===== config.mk =====
export PLATFORM = sky130hd
export DESIGN_NAME = div_unit
export DESIGN_NICKNAME = d
export VERILOG_FILES = /design/src/rtl/div_unit.sv
export SDC_FILE = /design/constraint.sdc
export NUM_CORES = 1
export LEC_CHECK = 0
export CAP_MARGIN = 30
export CORE_UTILIZATION = 54
export CTS_BUF_LIST = sky130_fd_sc_hd__clkbuf_4 sky130_fd_sc_hd__clkbuf_8 sky130_fd_sc_hd__clkbuf_16
export DETAILED_ROUTE_END_ITERATION = 7
export MAX_ROUTING_LAYER = met4
export PLACE_DENSITY = 0.78
export SETUP_SLACK_MARGIN = 0.3
export SLEW_MARGIN = 20
export SYNTH_ARGS = -nofsm -noshare
export SYNTH_HDL_FRONTEND = slang
export SYNTH_SLANG_ARGS = --single-unit

===== constraint.sdc =====
create_clock -name clk -period 6.35 [get_ports clk]
set_clock_uncertainty 0.2 [all_clocks]
set_input_delay 1.905 -clock clk [delete_from_list [all_inputs] [get_ports clk]]
set_output_delay 1.905 -clock clk [all_outputs]
set_load 0.02 [all_outputs]

===== src/rtl/div_unit.sv =====
// -----------------------------------------------------------------------------
// div_unit
//   Iterative RV32M divider (DIV, DIVU, REM, REMU). One radix-2 restoring step
//   per clock on a 33-bit partial remainder, 32 steps per operation. Latency is
//   fixed: start accepted at edge E0, done pulses in the cycle after edge E32,
//   back in IDLE at E33. Divide-by-zero and signed overflow are detected at
//   acceptance and substituted at completion, so they keep the full latency.
//
// Ports
//   clk       in   rising-edge clock
//   reset     in   asynchronous active-high reset
//   start     in   request a division (accepted only in IDLE without kill)
//   op        in   00 DIV, 01 DIVU, 10 REM, 11 REMU
//   dividend  in   rs1 operand, sampled on accept
//   divisor   in   rs2 operand, sampled on accept
//   kill      in   synchronous abort; forces IDLE on the next edge
//   busy      out  1 in CALC and DONE
//   done      out  one-cycle pulse, result valid in that cycle
//   result    out  registered quotient or remainder, held until next done
// -----------------------------------------------------------------------------
module div_unit (
    input  logic        clk,
    input  logic        reset,
    input  logic        start,
    input  logic [1:0]  op,
    input  logic [31:0] dividend,
    input  logic [31:0] divisor,
    input  logic        kill,
    output logic        busy,
    output logic        done,
    output logic [31:0] result
);

    typedef enum logic [1:0] {
        IDLE = 2'd0,
        CALC = 2'd1,
        DONE = 2'd2
    } state_t;

    state_t      state;
    state_t      state_next;

    logic [4:0]  count;
    logic [32:0] rem;           // partial remainder
    logic [31:0] quo;           // dividend bits shifting out / quotient shifting in
    logic [31:0] dvs;           // magnitude of divisor
    logic [31:0] dividend_orig; // unmodified rs1, needed for REM by zero
    logic        is_rem;
    logic        neg_quo;
    logic        neg_rem;
    logic        div_zero;
    logic        overflow;

    // ---------------------------------------------------------------------
    // Acceptance-side decode of the incoming operands
    // ---------------------------------------------------------------------
    logic        op_signed;
    logic        dividend_neg;
    logic        divisor_neg;
    logic [31:0] dividend_abs;
    logic [31:0] divisor_abs;
    logic        accept;
    logic        last_step;

    assign op_signed    = ~op[0];
    assign dividend_neg = op_signed & dividend[31];
    assign divisor_neg  = op_signed & divisor[31];
    assign dividend_abs = dividend_neg ? (32'd0 - dividend) : dividend;
    assign divisor_abs  = divisor_neg  ? (32'd0 - divisor)  : divisor;

    assign accept    = (state == IDLE) & start & ~kill;
    assign last_step = (state == CALC) & (count == 5'd31) & ~kill;

    // ---------------------------------------------------------------------
    // One restoring step. The remainder stays below the divisor, so the
    // shifted value is below 2*divisor and bit 32 of the trial difference is
    // set only when the subtraction borrows.
    // ---------------------------------------------------------------------
    logic [32:0] rem_shift;
    logic [32:0] rem_trial;
    logic        no_borrow;
    logic [32:0] rem_step;
    logic [31:0] quo_step;

    assign rem_shift = {rem[31:0], quo[31]};
    assign rem_trial = rem_shift - {1'b0, dvs};
    assign no_borrow = ~rem_trial[32];
    assign rem_step  = no_borrow ? rem_trial : rem_shift;
    assign quo_step  = {quo[30:0], no_borrow};

    // ---------------------------------------------------------------------
    // Final value: sign fixup of the last step, then special-case override
    // ---------------------------------------------------------------------
    logic [31:0] quo_fix;
    logic [31:0] rem_fix;
    logic [31:0] final_value;

    assign quo_fix = neg_quo ? (32'd0 - quo_step) : quo_step;
    assign rem_fix = neg_rem ? (32'd0 - rem_step[31:0]) : rem_step[31:0];

    always_comb begin
        if (div_zero)
            final_value = is_rem ? dividend_orig : 32'hFFFF_FFFF;
        else if (overflow)
            final_value = is_rem ? 32'd0 : 32'h8000_0000;
        else
            final_value = is_rem ? rem_fix : quo_fix;
    end

    // ---------------------------------------------------------------------
    // FSM
    // ---------------------------------------------------------------------
    // NOTE: sequential state uses non-blocking assignments so every register
    // samples pre-edge values regardless of process evaluation order.
    always_ff @(posedge clk or posedge reset) begin
        if (reset)
            state <= IDLE;
        else
            state <= state_next;
    end

    // NOTE: state_next gets a default before the case so no path leaves it
    // unassigned, which would otherwise infer a latch.
    always_comb begin
        state_next = state;
        case (state)
            IDLE:    if (start) state_next = CALC;
            CALC:    if (count == 5'd31) state_next = DONE;
            DONE:    state_next = IDLE;
            default: state_next = IDLE;
        endcase
        // kill wins over start and over the DONE transition
        if (kill)
            state_next = IDLE;
    end

    assign busy = (state != IDLE);
    assign done = (state == DONE);

    // ---------------------------------------------------------------------
    // Datapath
    // ---------------------------------------------------------------------
    always_ff @(posedge clk or posedge reset) begin
        if (reset) begin
            count         <= 5'd0;
            rem           <= 33'd0;
            quo           <= 32'd0;
            dvs           <= 32'd0;
            dividend_orig <= 32'd0;
            is_rem        <= 1'b0;
            neg_quo       <= 1'b0;
            neg_rem       <= 1'b0;
            div_zero      <= 1'b0;
            overflow      <= 1'b0;
        end else if (kill) begin
            count <= 5'd0;
        end else if (accept) begin
            count         <= 5'd0;
            rem           <= 33'd0;
            quo           <= dividend_abs;
            dvs           <= divisor_abs;
            dividend_orig <= dividend;
            is_rem        <= op[1];
            neg_quo       <= dividend_neg ^ divisor_neg;
            neg_rem       <= dividend_neg;
            div_zero      <= (divisor == 32'd0);
            overflow      <= op_signed & (dividend == 32'h8000_0000)
                                       & (divisor == 32'hFFFF_FFFF);
        end else if (state == CALC) begin
            // count wraps 31 -> 0 on the last step, leaving it cleared in DONE
            count <= count + 5'd1;
            rem   <= rem_step;
            quo   <= quo_step;
        end
    end

    always_ff @(posedge clk or posedge reset) begin
        if (reset)
            result <= 32'd0;
        else if (last_step)
            result <= final_value;
    end

endmodule


==> results of run 1 <==
worst max path at each step:
| stage | to | cells past startpoint | startpoint | slack, ns |
|---|---|---|---|---|
| detailed placement | result[28] | 21 | quo[31] | 0.75 |
| global placement | result[28] | 21 | quo[31] | 0.92 |
| global route | result[24] | 21 | quo[31] | 0.27 |
| CTS | result[28] | 21 | quo[31] | 0.61 |
| floorplan | result[28] | 24 | quo[31] | 1.12 |
| finish | result[28] | 21 | quo[31] | 0.64 |
state kept, by name (all words and copies together) (netlist names):
signal and cells:
neg_rem 1, rem 32, div_zero 1, quo 32, dvs 32, state 2
overflow 1, is_rem 1, neg_quo 1, count 5, result 32, dividend_orig 32
worst max-delay path: cells and delay by family (launching register included):
family / cells / cell delay, ns
and+or+nand+nor: 6 / 1.29
xor gates and xnor gates: 1 / 0.09
DFF: 1 / 0.44
AOI/OAI and AO/OA: 5 / 1.64
muxes: 2 / 0.56
adders and majority gates: 3 / 0.96
buffers and inverters: 4 / 0.42
through the flow:
| step | worst slack (ns) | instance area (sq um) | hold slack (ns) | cells |
|---|---|---|---|---|
| global placement | 0.923 | 14300 | 0.256 | 2015 |
| detailed placement | 0.746 | 14400 | 0.259 | 2019 |
| global route | 0.273 | 15000 | 0.292 | 2051 |
| finish | 0.637 | 15000 | 0.276 | 2051 |
| CTS | 0.613 | 15000 | 0.276 | 2051 |
| floorplan | 1.12 | 13100 | 0.240 | 1673 |
layer usage:
metal / share of wire [%] / up-vias
met5: 0 / -
met4: 2.3 / 0
met3: 9.0 / 73
met2: 44 / 661
met1: 45 / 6274
li1: - / 6069
power by group through the flow:
stage	clock [mW]	sequential [mW]	combinational (mW)
finish	1.07	1.63	4.69
global route	1.10	1.66	5.11
CTS	1.07	1.62	4.57
detailed placement	0	1.64	4.54
global placement	0	1.63	4.48
floorplan	0	1.53	3.49
cells by family after synthesis:
| kind of cell | share of synthesized area, % |
|---|---|
| simple gates | 23.3 |
| compound gates | 22.8 |
| flops | 32.9 |
| buf+inv | 4.94 |
| xor+xnor | 8.95 |
| mux | 3.27 |
| fa+ha+maj | 3.88 |
final cells by class:
| cell class | count | area (sq um) |
|---|---|---|
| Timing Repair Buffer | 123 | 1260 |
| Clock inverter | 14 | 149 |
| Fill cell | 2101 | 8640 |
| Inverter | 63 | 240 |
| Multi-Input combinational cell | 1342 | 8190 |
| Sequential cell | 172 | 4300 |
| Clock buffer | 18 | 439 |
| Tap cell | 319 | 399 |
cell usage in the layout (no fill, tap or decap), types with 5 or more instances in the layout:
| cell type | n |
|---|---|
| sky130_fd_sc_hd__o21ai_0 | 169 |
| sky130_fd_sc_hd__inv_1 | 60 |
| sky130_fd_sc_hd__and2_1 | 9 |
| sky130_fd_sc_hd__nor3_1 | 57 |
| sky130_fd_sc_hd__nor2b_1 | 10 |
| sky130_fd_sc_hd__nand3_1 | 21 |
| sky130_fd_sc_hd__buf_4 | 14 |
| sky130_fd_sc_hd__xnor2_1 | 66 |
| sky130_fd_sc_hd__a31oi_1 | 41 |
| sky130_fd_sc_hd__or3_1 | 23 |
| sky130_fd_sc_hd__nor4_1 | 15 |
| sky130_fd_sc_hd__o31ai_1 | 25 |
| sky130_fd_sc_hd__a22oi_1 | 8 |
| sky130_fd_sc_hd__xor2_1 | 66 |
| sky130_fd_sc_hd__or4_1 | 13 |
| sky130_fd_sc_hd__nor2_1 | 135 |
| sky130_fd_sc_hd__and3_1 | 10 |
| sky130_fd_sc_hd__ha_1 | 38 |
| sky130_fd_sc_hd__nand2b_1 | 16 |
| sky130_fd_sc_hd__clkbuf_16 | 17 |
| sky130_fd_sc_hd__o41ai_1 | 8 |
| sky130_fd_sc_hd__nand4_1 | 17 |
| sky130_fd_sc_hd__o211ai_1 | 18 |
| sky130_fd_sc_hd__nand2_1 | 292 |
| sky130_fd_sc_hd__or2_2 | 5 |
| sky130_fd_sc_hd__nor3b_1 | 5 |
| sky130_fd_sc_hd__a21oi_1 | 105 |
| sky130_fd_sc_hd__o22ai_1 | 7 |
| sky130_fd_sc_hd__o221ai_1 | 8 |
| sky130_fd_sc_hd__a21o_1 | 11 |
| sky130_fd_sc_hd__mux2i_1 | 36 |
| sky130_fd_sc_hd__dfrtp_1 | 172 |
| sky130_fd_sc_hd__clkdlybuf4s50_1 | 103 |
==> impl_metrics.xml, run 1 <==
<?xml version="1.0" encoding="UTF-8"?>
<metrics>
  <group name="outcome">
    <metric name="status" unit="">completed</metric>
  </group>
  <group name="setup_path">
    <metric name="arrival_time_worst_endpoint" unit="ns">5.84</metric>
    <metric name="worst-endpoint-required" unit="ns">6.48</metric>
    <metric name="cp_cell_sequence" unit="">inv_1, ha_1, inv_1, fa_1, a211oi_4, nor4_2, or2_4, a211o_2, a31oi_4, xnor2_4, inv_1, mux2i_1, ha_2, inv_1, nor4b_1, nand2_1, o32a_1, a211oi_4, and4b_1, mux2i_1, nand3_1</metric>
    <metric name="worstSetupStartpointType" unit="">flop</metric>
    <metric name="critical-path-top-cell-by-count" unit="">sky130_fd_sc_hd__inv_1</metric>
    <metric name="r2r-start" unit="">quo[31]</metric>
    <metric name="end_kind" unit="">flop</metric>
    <metric name="reg2reg_depth" unit="">21</metric>
    <metric name="crit_path_max_fanout" unit="">8</metric>
    <metric name="critical_path.reg2reg.endpoint" unit="">result[28]</metric>
    <metric name="critPathMaxStageDelay" unit="ns">0.44</metric>
    <metric name="ff2ff_setup_slack" unit="ns">0.64</metric>
    <metric name="cp_slowest_cell" unit="">sky130_fd_sc_hd__dfrtp_1</metric>
    <metric name="worstSetupPathType" unit="">reg -&gt; reg</metric>
  </group>
  <group name="timing">
    <metric name="finalMaxSlewViolations" unit="">0</metric>
    <metric name="timing.max_slew.rel_slack" unit="%">35.0</metric>
    <metric name="setup-tns-final" unit="ns">0</metric>
    <metric name="finalWorstPathRequiredPeriod" unit="ns">5.71</metric>
    <metric name="report.final.setup_viol" unit="">0</metric>
    <metric name="clock.fmax" unit="MHz">175</metric>
    <metric name="hold_vio_cnt_final" unit="">0</metric>
    <metric name="setup_repair_after_global_routing_missed_its_margin" unit="">true</metric>
    <metric name="final_clock_period_utilization_by_the_worst_path" unit="%">90.0</metric>
    <metric name="tightest_slew" unit="ns">0.974</metric>
  </group>
  <group name="global_route">
    <metric name="gr-max-usage-layer" unit="">met2</metric>
    <metric name="grt_antenna_before_repair" unit="">0</metric>
    <metric name="grt_use_met3" unit="%">5.89</metric>
    <metric name="vias_in_the_first_global_route" unit="">12000</metric>
    <metric name="grt_max_degree" unit="">173</metric>
    <metric name="globalRouteTotalUtil" unit="%">36.2</metric>
    <metric name="use_met1" unit="%">52.1</metric>
    <metric name="grt_pass1_wl" unit="microns">66800</metric>
    <metric name="grt-ovfl-total" unit="">0</metric>
    <metric name="globalRouteMet2Util" unit="%">52.2</metric>
  </group>
  <group name="floorplan">
    <metric name="ios" unit="">104</metric>
    <metric name="floorplan.initialDensity" unit="%">55.5</metric>
    <metric name="die_area" unit="sq um">24900</metric>
    <metric name="placement_rows" unit="">56</metric>
    <metric name="floorplan.core_area" unit="sq um">23600</metric>
    <metric name="die_x" unit="microns">158</metric>
    <metric name="die_height" unit="microns">158</metric>
  </group>
  <group name="clock_network">
    <metric name="clk_latency" unit="ns">0.46</metric>
    <metric name="cts.repair.resized" unit="">0</metric>
    <metric name="tritoncts.num_buffers" unit="">17</metric>
    <metric name="clk_root_buffer_cell" unit="">sky130_fd_sc_hd__clkbuf_16</metric>
    <metric name="cts_buffer_depth" unit="">2</metric>
    <metric name="cts-hold-fix-buffers" unit="">0</metric>
    <metric name="post_cts.repair.setup_buffers" unit="">0</metric>
    <metric name="clock_tree.htree_level_count" unit="">4</metric>
    <metric name="clk_pin_slew" unit="ns">0.08</metric>
    <metric name="tritoncts_clock_tree" unit="">built</metric>
    <metric name="number_of_sinks_driven_by_the_clock_tree" unit="">172</metric>
  </group>
  <group name="detailed_routing">
    <metric name="num_vias" unit="">13100</metric>
    <metric name="routed_wl" unit="microns">42500</metric>
    <metric name="drt-wirelength-per-cell" unit="microns">20.7</metric>
    <metric name="first_pass_iters" unit="">5</metric>
    <metric name="drt.antenna.violating_nets" unit="">0</metric>
    <metric name="detail_route.iter0.violations" unit="">1502</metric>
    <metric name="drc" unit="">0</metric>
    <metric name="via_per_inst" unit="">6.38</metric>
  </group>
  <group name="synth">
    <metric name="synth_enable_flop_cells" unit="">0</metric>
    <metric name="synth_most_common_cell" unit="">sky130_fd_sc_hd__nand2_1</metric>
    <metric name="area_contributors_post_synth" unit="">sky130_fd_sc_hd__dfrtp_1 33%, sky130_fd_sc_hd__nand2_1 8.4%, sky130_fd_sc_hd__o21ai_0 6.5%</metric>
    <metric name="synthesis.area" unit="sq um">13100</metric>
    <metric name="seq_area_frac_synth" unit="%">32.9</metric>
    <metric name="synth_common_cells" unit="">292 x sky130_fd_sc_hd__nand2_1, 172 x sky130_fd_sc_hd__dfrtp_1, 169 x sky130_fd_sc_hd__o21ai_0</metric>
    <metric name="avgSynthCellArea" unit="sq um">7.83</metric>
    <metric name="yosysUniqueCellTypes" unit="">96</metric>
    <metric name="yosys_warnings" unit="">0</metric>
    <metric name="mappedNetlistNets" unit="">1783</metric>
    <metric name="yosysTopAreaCellShare" unit="%">32.9</metric>
    <metric name="synthDominantAreaCellType" unit="">sky130_fd_sc_hd__dfrtp_1</metric>
    <metric name="ys.flop_type" unit="">sky130_fd_sc_hd__dfrtp_1</metric>
    <metric name="ys_async_sr_fraction" unit="%">100</metric>
    <metric name="syn-instance-count" unit="">1673</metric>
    <metric name="synth_seq_cells" unit="">172</metric>
  </group>
  <group name="placed_design">
    <metric name="gp_routability_congestion" unit="">0.982</metric>
    <metric name="detailed_place_hpwl" unit="microns">31200</metric>
    <metric name="buffer_ports.inserted" unit="">103</metric>
  </group>
  <group name="power_and_ir_drop">
    <metric name="power_frac_clock" unit="%">14.4</metric>
    <metric name="combinationalPowerShare" unit="%">63.5</metric>
    <metric name="vdd.ir_drop.worst" unit="V">0.000332</metric>
    <metric name="seqPwrFrac" unit="%">22.1</metric>
    <metric name="swShare" unit="%">51.7</metric>
    <metric name="leakagePower" unit="nW">6.29</metric>
    <metric name="power.net_switching" unit="mW">3.82</metric>
    <metric name="power-per-cell-area" unit="nW/um^2">493</metric>
    <metric name="power_report.internal_total" unit="mW">3.57</metric>
    <metric name="power.total" unit="mW">7.39</metric>
  </group>
  <group name="final_layout">
    <metric name="final_core_util" unit="%">63.4</metric>
    <metric name="nets" unit="">1829</metric>
    <metric name="post_route_cells_drive_above_1_share" unit="%">5.48</metric>
    <metric name="syn_to_final_growth" unit="%">14.3</metric>
    <metric name="antenna-diode-count" unit="">0</metric>
  </group>
  <group name="hold_path">
    <metric name="hp-start" unit="">dividend_orig[21]</metric>
    <metric name="hold_path.class" unit="">reg -&gt; reg</metric>
    <metric name="worst_hold_path.num_cells" unit="">2</metric>
    <metric name="whs_endpoint" unit="">dividend_orig[21]</metric>
  </group>
  <group name="job">
    <metric name="drv_cap" unit="">0</metric>
  </group>
</metrics>
Power figures use the tool's default switching activity.
==> run 2, diff against run 1 <==
--- a/config.mk
+++ b/config.mk
@@ -12,7 +12,6 @@
 export MAX_ROUTING_LAYER = met4
 export PLACE_DENSITY = 0.78
 export SETUP_SLACK_MARGIN = 0.3
-export SLEW_MARGIN = 20
 export SYNTH_ARGS = -nofsm -noshare
 export SYNTH_HDL_FRONTEND = slang
 export SYNTH_SLANG_ARGS = --single-unit
==> run 2 against run 1 <==
- first-iteration DRC count up 3.7%
- largest power group unchanged
- critical path type unchanged
- critical path depth unchanged
- flip-flop and latch count unchanged
- wire length up 0.75%
- clock-buffer cell count down 1
- utilization down 0.079 points
- sequential share of layout area about the same
- maximum frequency up 0.61%
- worst hold slack about the same
- critical endpoint is now result[24]
- sequential power about the same
- design area down 0.13%
==> impl_metrics.xml, run 2 (synthesis results as in run 1) <==
<?xml version="1.0" encoding="UTF-8"?>
<metrics>
  <group name="outcome">
    <metric name="status" unit="">completed</metric>
  </group>
  <group name="final_layout">
    <metric name="finalInstanceArea" unit="sq um">15000</metric>
    <metric name="syn_to_final_growth" unit="%">14.2</metric>
    <metric name="fill_cells" unit="">2136</metric>
    <metric name="layout_commonest_cell" unit="">sky130_fd_sc_hd__nand2_1</metric>
    <metric name="multi_input_area" unit="sq um">8190</metric>
    <metric name="nets" unit="">1828</metric>
    <metric name="post_route_cells_drive_above_1_share" unit="%">5.43</metric>
    <metric name="mostFrequentLayoutCells" unit="">292 x sky130_fd_sc_hd__nand2_1, 172 x sky130_fd_sc_hd__dfrtp_1, 169 x sky130_fd_sc_hd__o21ai_0, 135 x sky130_fd_sc_hd__nor2_1, 105 x sky130_fd_sc_hd__a21oi_1</metric>
    <metric name="register_area" unit="sq um">4300</metric>
  </group>
  <group name="timing">
    <metric name="report.final.setup_viol" unit="">0</metric>
    <metric name="setup_repair_after_global_routing_missed_its_margin" unit="">false</metric>
    <metric name="tightest_slew" unit="ns">0.979</metric>
    <metric name="final_clock_period_utilization_by_the_worst_path" unit="%">89.4</metric>
    <metric name="setup_slack" unit="ns">0.672</metric>
    <metric name="timing.max_slew.rel_slack" unit="%">34.2</metric>
    <metric name="finalWorstPathRequiredPeriod" unit="ns">5.68</metric>
    <metric name="setup-tns-final" unit="ns">0</metric>
    <metric name="holdWs" unit="ns">0.276</metric>
    <metric name="hold_vio_cnt_final" unit="">0</metric>
    <metric name="clock.fmax" unit="MHz">176</metric>
    <metric name="finalMaxSlewViolations" unit="">0</metric>
  </group>
  <group name="detailed_routing">
    <metric name="first_pass_iters" unit="">6</metric>
    <metric name="via_per_inst" unit="">6.41</metric>
    <metric name="drt.antenna.violating_nets" unit="">0</metric>
    <metric name="drt-wirelength-per-cell" unit="microns">20.9</metric>
    <metric name="routed_wl" unit="microns">42800</metric>
    <metric name="detail_route.iter0.violations" unit="">1558</metric>
    <metric name="num_vias" unit="">13100</metric>
    <metric name="drc" unit="">0</metric>
  </group>
  <group name="hold_path">
    <metric name="whs_endpoint" unit="">dividend_orig[28]</metric>
    <metric name="worst_hold_path.num_cells" unit="">2</metric>
    <metric name="hold_path.class" unit="">reg -&gt; reg</metric>
    <metric name="hp-start" unit="">dividend_orig[28]</metric>
  </group>
  <group name="global_route">
    <metric name="grt_max_degree" unit="">173</metric>
    <metric name="grt_pass1_wl" unit="microns">67700</metric>
    <metric name="vias_in_the_first_global_route" unit="">12100</metric>
    <metric name="grt_antenna_before_repair" unit="">1</metric>
    <metric name="grt-ovfl-total" unit="">0</metric>
    <metric name="globalRouteTotalUtil" unit="%">36.4</metric>
  </group>
  <group name="setup_path">
    <metric name="r2r-start" unit="">quo[31]</metric>
    <metric name="reg2reg_depth" unit="">21</metric>
    <metric name="end_kind" unit="">flop</metric>
    <metric name="crit_path_max_fanout" unit="">46</metric>
    <metric name="worstSetupPathType" unit="">reg -&gt; reg</metric>
    <metric name="worst-endpoint-required" unit="ns">6.52</metric>
    <metric name="critical_path.reg2reg.endpoint" unit="">result[24]</metric>
    <metric name="worstSetupStartpointType" unit="">flop</metric>
    <metric name="ff2ff_setup_slack" unit="ns">0.67</metric>
    <metric name="arrival_time_worst_endpoint" unit="ns">5.85</metric>
  </group>
  <group name="placed_design">
    <metric name="area_of_placed_instances" unit="sq um">14300</metric>
    <metric name="detailed_place_hpwl" unit="microns">31200</metric>
    <metric name="detailedPlace.worstSlack" unit="ns">0.707</metric>
    <metric name="buffer_ports.inserted" unit="">103</metric>
    <metric name="gp_routability_congestion" unit="">0.982</metric>
  </group>
  <group name="floorplan">
    <metric name="placement_rows" unit="">56</metric>
    <metric name="die_area" unit="sq um">24900</metric>
    <metric name="floorplan.core_area" unit="sq um">23600</metric>
    <metric name="floorplan.initialDensity" unit="%">55.5</metric>
    <metric name="ios" unit="">104</metric>
    <metric name="die_height" unit="microns">158</metric>
    <metric name="die_x" unit="microns">158</metric>
  </group>
  <group name="clock_network">
    <metric name="clk_latency" unit="ns">0.45</metric>
    <metric name="clock_tree.htree_level_count" unit="">4</metric>
    <metric name="clk_pin_slew" unit="ns">0.08</metric>
    <metric name="cts_buffer_depth" unit="">2</metric>
    <metric name="tritoncts.num_buffers" unit="">17</metric>
    <metric name="tritoncts_clock_tree" unit="">built</metric>
    <metric name="clk_root_buffer_cell" unit="">sky130_fd_sc_hd__clkbuf_16</metric>
    <metric name="number_of_sinks_driven_by_the_clock_tree" unit="">172</metric>
  </group>
  <group name="power_and_ir_drop">
    <metric name="power-per-cell-area" unit="nW/um^2">495</metric>
    <metric name="leakagePower" unit="nW">6.29</metric>
    <metric name="vdd.ir_drop.worst" unit="V">0.000381</metric>
  </group>
  <group name="job">
    <metric name="drv_cap" unit="">0</metric>
  </group>
</metrics>
==> run 2: worst max-delay path by stage <==
stage	start	end	slack, ns	depth (start not counted)
finish	quo[31]	result[24]	0.67	21
global route	quo[31]	result[28]	0.31	21
CTS	quo[31]	result[28]	0.68	21
detailed placement	quo[31]	result[28]	0.71	21
global placement	quo[31]	result[28]	0.92	21
floorplan	quo[31]	result[28]	1.12	24
==> run 2: area by class of cell <==
type                            instances  area share, %
Multi-Input combinational cell       1342           54.7
Clock inverter                         15           1.18
Inverter                               63           1.61
Timing Repair Buffer                  122           8.17
Clock buffer                           17           2.84
Sequential cell                       172           28.8
Antenna cell                            1         0.0167
Tap cell                              319           2.67
==> run 2: where the power goes <==
group	total, mW	internal (mW)	switching (mW)
registers	1.64	1.32	0.316
clock network	1.08	0.533	0.550
logic	4.68	1.71	2.97
total	7.41	3.57	3.84
==> run 2: worst max-delay path: stages (launching register included) <==
cell	delay, ns
sky130_fd_sc_hd__dfrtp_1	0.45
sky130_fd_sc_hd__inv_1	0.09
sky130_fd_sc_hd__ha_1	0.18
sky130_fd_sc_hd__inv_1	0.06
sky130_fd_sc_hd__fa_1	0.43
sky130_fd_sc_hd__a211oi_4	0.37
sky130_fd_sc_hd__nor4_2	0.13
sky130_fd_sc_hd__or2_4	0.29
sky130_fd_sc_hd__a211o_2	0.37
sky130_fd_sc_hd__a31oi_4	0.25
sky130_fd_sc_hd__xnor2_4	0.09
sky130_fd_sc_hd__inv_1	0.18
sky130_fd_sc_hd__buf_4	0.48
sky130_fd_sc_hd__ha_1	0.28
sky130_fd_sc_hd__nand2b_1	0.18
sky130_fd_sc_hd__or3b_4	0.50
sky130_fd_sc_hd__o31ai_1	0.29
sky130_fd_sc_hd__xnor2_1	0.20
sky130_fd_sc_hd__o21ai_2	0.11
sky130_fd_sc_hd__o31ai_1	0.27
sky130_fd_sc_hd__a21oi_1	0.06
sky130_fd_sc_hd__a21oi_1	0.13
==> run 2: metrics by stage <==
step           util (%)  power, mW  cells
2_1_floorplan         -       5.02   1673
3_3_place_gp       60.5       6.11   2015
3_5_place_dp       60.7       6.17   2018
4_1_cts            63.3       7.27   2050
5_1_grt            63.3       7.88   2051
6_report           63.3       7.41   2051
==> run 2: timing repair <==
action,4_1_cts,5_1_grt
endpoints found under the setup margin,0,1
hold buffers,0,0
gates resized for setup,0,2
hold endpoints to repair,0,0
buffers inserted,0,0
==> run 2: layer usage <==
metal / GRT usage (%) / vias to the layer above / routed length, microns
met5: - / - / 0
met4: 9.89 / 0 / 960
met3: 6.57 / 85 / 4070
met2: 52.8 / 705 / 18800
met1: 51.9 / 6282 / 18900
li1: - / 6068 / -
